File: src/rtl/unpack_float64.sv
// unpack_float64: splits a binary64 word into sign/exponent/significand, normalizing subnormals
// Ports: ap_clk/ap_rst (sync, active-high), ap_start/ap_done/ap_idle/ap_ready block handshake,
//        a operand, float_exception_flag_i/_o/_o_ap_vld sticky flags, zSign/zExp/zSig/zClass result.
// Define UNPACK_SNAN_FLAG_EN to raise INVALID_FLAG on a signalling NaN.
module unpack_float64 #(
  parameter int          NORM_SHIFT   = 1,
  parameter logic [31:0] INVALID_FLAG = 32'd16
) (
  input  logic        ap_clk,
  input  logic        ap_rst,
  input  logic        ap_start,
  output logic        ap_done,
  output logic        ap_idle,
  output logic        ap_ready,
  input  logic [63:0] a,
  input  logic [31:0] float_exception_flag_i,
  output logic [31:0] float_exception_flag_o,
  output logic        float_exception_flag_o_ap_vld,
  output logic        zSign,
  output logic [11:0] zExp,
  output logic [63:0] zSig,
  output logic [2:0]  zClass
);
  typedef enum logic [3:0] {IDLE = 4'b0001, DECODE = 4'b0010, NORM = 4'b0100, DONE = 4'b1000} state_t;
  state_t state;
  logic [63:0] a_r;
  logic [52:0] sig, sig_n;
  logic [11:0] exp_r, exp_n;
  logic [10:0] e;
  logic [51:0] f;
  logic        wide;
  assign e = a_r[62:52];
  assign f = a_r[51:0];
  // a wide step is only taken when it cannot move a set bit past bit 52
  assign wide  = sig[52 -: NORM_SHIFT] == '0;
  assign sig_n = wide ? sig << NORM_SHIFT : sig << 1;
  assign exp_n = wide ? exp_r - 12'(NORM_SHIFT) : exp_r - 12'd1;
  assign ap_done  = state == DONE;
  assign ap_ready = ap_done;
  assign ap_idle  = state == IDLE && !ap_start;
`ifdef UNPACK_SNAN_FLAG_EN
  assign float_exception_flag_o_ap_vld = ap_done && zClass == 3'd5;
`else
  assign float_exception_flag_o_ap_vld = 1'b0;
`endif
  assign float_exception_flag_o = float_exception_flag_o_ap_vld ? float_exception_flag_i | INVALID_FLAG
                                                                : float_exception_flag_i;
  always_ff @(posedge ap_clk) begin
    if (ap_rst) begin
      state  <= IDLE;
      a_r    <= '0;
      sig    <= '0;
      exp_r  <= '0;
      zSign  <= 1'b0;
      zExp   <= '0;
      zSig   <= '0;
      zClass <= '0;
    end else begin
      case (state)
        IDLE: if (ap_start) begin
          a_r   <= a;
          state <= DECODE;
        end
        DECODE: begin
          if (e == '0 && f != '0) begin
            sig   <= {1'b0, f};
            exp_r <= 12'd1;
            state <= NORM;
          end else begin
            zSign <= a_r[63];
            state <= DONE;
            if (e == '0) begin
              zExp   <= '0;
              zSig   <= '0;
              zClass <= 3'd0;
            end else if (e != 11'h7FF) begin
              zExp   <= {1'b0, e};
              zSig   <= {2'b01, f, 10'b0};
              zClass <= 3'd2;
            end else begin
              zExp   <= 12'h7FF;
              zSig   <= {2'b00, f, 10'b0};
              zClass <= f == '0 ? 3'd3 : f[51] ? 3'd4 : 3'd5;
            end
          end
        end
        NORM: begin
          sig   <= sig_n;
          exp_r <= exp_n;
          if (sig_n[52]) begin
            zSign  <= a_r[63];
            zExp   <= exp_n;
            zSig   <= {1'b0, sig_n, 10'b0};
            zClass <= 3'd1;
            state  <= DONE;
          end
        end
        DONE: state <= IDLE;
        default: state <= IDLE;
      endcase
    end
  end
endmodule

File: config.mk
export PLATFORM = sky130hd
export DESIGN_NAME = unpack_float64
export DESIGN_NICKNAME = d
export VERILOG_FILES = /design/src/rtl/unpack_float64.sv
export SDC_FILE = /design/constraint.sdc
export NUM_CORES = 1
export LEC_CHECK = 0
export CAP_MARGIN = 30
export CORE_MARGIN = 4
export CORE_UTILIZATION = 35
export CTS_CLUSTER_SIZE = 40
export DETAILED_ROUTE_END_ITERATION = 8
export PLACE_DENSITY_LB_ADDON = 0.2
export RECOVER_POWER = 25
export SYNTH_ARGS = -nofsm -noshare
export SYNTH_HDL_FRONTEND = slang
export SYNTH_SLANG_ARGS = --single-unit
File: constraint.sdc
create_clock -name ap_clk -period 4.3 [get_ports ap_clk]
set_input_delay 0.645 -clock ap_clk [delete_from_list [all_inputs] [get_ports ap_clk]]
set_output_delay 0.645 -clock ap_clk [all_outputs]
set_load 0.1 [all_outputs]
==> results by group <==
Power and ir drop
  • Switching Share: 29.3%
  • LEAKAGE: 3.52 nW
  • VDD IR-drop max: 0.240 mV
  • Cell Int Power: 3.36 mW
  • Clk pwr share: 41.6%
  • Gate power share: 16.0%
  • PwrDens: 427 nW/um2
  • Psw: 1.39 mW
  • Total power: 4.75 mW
  • Seq pwr share: 42.4%

Yosys
  • Yosys cell types: 56
  • Mux contribution to synthesized area: 0%
  • Synth Area in Adders: 0.139%
  • Cells after synthesis: 1,057
  • Seq/Total Area, Yosys: 44.6%
  • Synth Area in Compound Gates: 29.5%
  • Xor/xnor share of the synthesized area: 0.486%
  • Most used DFF post-synth: dfxtp_1
  • EDFF count, synth: 0
  • Post-Syn Area: 9020 um2
  • Top cells by area, synth: dfxtp_1, a21oi_1, nand2_1
  • Fraction of registers with async set/reset: 0%
  • Largest family of logic cells by synthesized area: compound AO/OA/AOI/OAI gates
  • Synth top area share: 44.6%
  • Register bit total from synthesis: 201
  • Yosys Warn Count: 0
  • Synth Area per Inst: 8.53 um2
  • Area leader, netlist: dfxtp_1
  • Simple-gate portion of the synthesized area: 16.0%

Timing
  • Fin. max-slew vios: 43
  • Fin crit period: 3.25 ns
  • Final Cycle Share: 75.5%
  • Peak Freq: 308 MHz
  • Final hold vios: 0
  • Least-Margin Pin Slew: 1.93 ns
  • Post-Route Setup TNS: 0 ns
  • Worst clock skew: 0.0111 ns
  • Final setup vio count: 0
  • Slew margin rel.: -29.0%
  • Hold slack: 0.466 ns
  • RSZ-0062 raised after global routing: false

Die
  • Core area: 25,300 um2
  • # rows: 58
  • Die H: 169 um
  • Initial core utilization: 35.7%
  • DIE AREA: 28,400 um2
  • Width of the die: 169 um
  • I/O Pins: 215

Clock tree
  • TritonCTS Buffers: 23
  • H-tree Lvls: 1
  • CTS tree: done
  • PostCTS Resize Cnt: 0
  • CTS root buf: clkbuf_16
  • Postcts setup bufs: 0
  • Clk Latency, worst-skew pair: 0.51 ns
  • Clock slew at reported path FFs: 0.06 ns
  • Num Clock Sinks: 201
  • Deepest clock path buffer count: 3
  • CTS hold repair buffers: 0

Cells and area
  • Most common cell after layout, fill and taps aside: dfxtp_1
  • Cell Count, Final, Fillers Out: 1,443
  • Sequential Area: 4020 um2
  • Util after Layout: 44.0%
  • # diodes: 0
  • Fillers: 2,550
  • Layout cells sized above 1: 8.09%
  • Multi-input gate area: 4250 um2
  • Area delta synth->final: 23.2%
  • Commonest non-fill, non-tap cells in the layout: dfxtp_1, nand2_1, clkdlybuf4s50_1, a21oi_1, nor3_1
  • Final nets: 1,197

Min path
  • Min-delay worst type: flip-flop to flip-flop
  • Hold Crit Start: zExp[1]

Critical path
  • CP Max Fanout: 5
  • CP endpoint kind: primary output
  • CP startpoint: state[3]
  • Worst Setup Start Kind: flip-flop
  • Worst R2R Start: state[0]
  • Crit path cell chain: nor4b_2 -> clkdlybuf4s50_1
  • WS Path Type: flip-flop to primary output
  • CP required: 3.65 ns
  • CP peak stage delay: 1.22 ns
  • CP max stage cell: clkdlybuf4s50_1
  • CP arrival: 2.60 ns

Placed design
  • Buffers on Ports: 138
  • DP Wirelength: 17.6 mm
  • Placed cells: 1,400
  • GPL Wtd Cong: 0.808

Global route
  • Vias in the first global route: 7,876
  • Gr usage total: 18.7%
  • First-pass GRT wire length: 44.2 mm
  • GRT Residual Overflow: 0
  • Initial antenna violation count: 0
  • Largest net degree at the start of global routing: 84

Drt
  • Routed len/inst: 19.2 um
  • # DRC: 0
  • Via/cell ratio: 5.73
  • Total number of vias: 8,266
  • DR pass1 iterations: 5
  • First DRT Iteration DRCs: 681
  • Antenna viol nets, final: 0
  • Total Wirelength: 27.7 mm

Outcome
  • Outcome: finished with violations
  • Failing checks: capacitance limit, slew limit

Job
  • Max capacitance violation total: 1
-- cell usage after synthesis, types with 4 or more instances --
library cell  number
nand2_1          141
a21oi_1          133
nand3_1           16
buf_4             51
a31oi_1            4
buf_2             19
a32oi_1           50
a22oi_1           51
nor3_1            59
or4_1              5
nand4_1            4
inv_1              4
o211ai_1          54
a311oi_1           6
nor2_1            24
nor4_1            17
o21ai_0           12
buf_1              8
clkbuf_1          80
a211oi_1          54
dfxtp_1          201
or3_1              5
-- layer usage --
layer,routed length [um],track usage [%]
met5,0,0
met4,584,5.01
met1,13000,27.4
met2,12400,28.7
met3,1690,3.20
-- worst max-delay path, delay by kind of cell (launching register included) --
kind	cells	cell delay, ns
buf+inv	1	1.22
simple gates	1	0.43
flops	1	0.45
-- path summary, 6_finish.rpt --
kind	depth (start not counted)	endpoint	slack, ns
worst min register to register	2	zExp[1]	0.47
worst min-delay path	2	zExp[1]	0.47
worst max-delay path	2	ap_ready	1.05
worst max register to register	5	zSig[43]	1.09
-- metrics by stage --
stage	instance area (um2)	setup WS, ns
floorplan	9060	1.00
detailed placement	10300	1.26
CTS	11100	0.967
finish	11100	1.05
global route	11100	0.807
global placement	10200	1.23
-- registers in the layout, summed over array words and instances (netlist names) --
name    flops
zExp       12
exp_r      12
zSign       1
zClass      3
zSig       53
sig        52
state       4
a_r        64
-- power groups by stage --
stage	clock network, mW	logic (mW)	registers (mW)
after floorplan	0	0.521	2.18
after global placement	0	0.758	2.05
after detailed placement	0	0.760	2.05
after CTS	2.02	0.762	2.01
after global routing	2.09	0.816	2.02
final	1.97	0.761	2.01
-- cell type report --
type / instances / share of cell area (%)
multi-input combinational: 704 / 38.3
sequential: 201 / 36.2
timing repair buffer: 163 / 14.7
clock buffer: 34 / 6.10
tap: 330 / 3.72
clock inverter: 7 / 0.823
inverter: 4 / 0.135
-- kinds of logic after synthesis --
logic type,Yosys count
compound gates,389
other cells,1
buf+inv,163
flops,201
simple gates,297
xor+xnor,5
fa+ha+maj,1
Note: power is estimated with default switching activity, not from simulation.
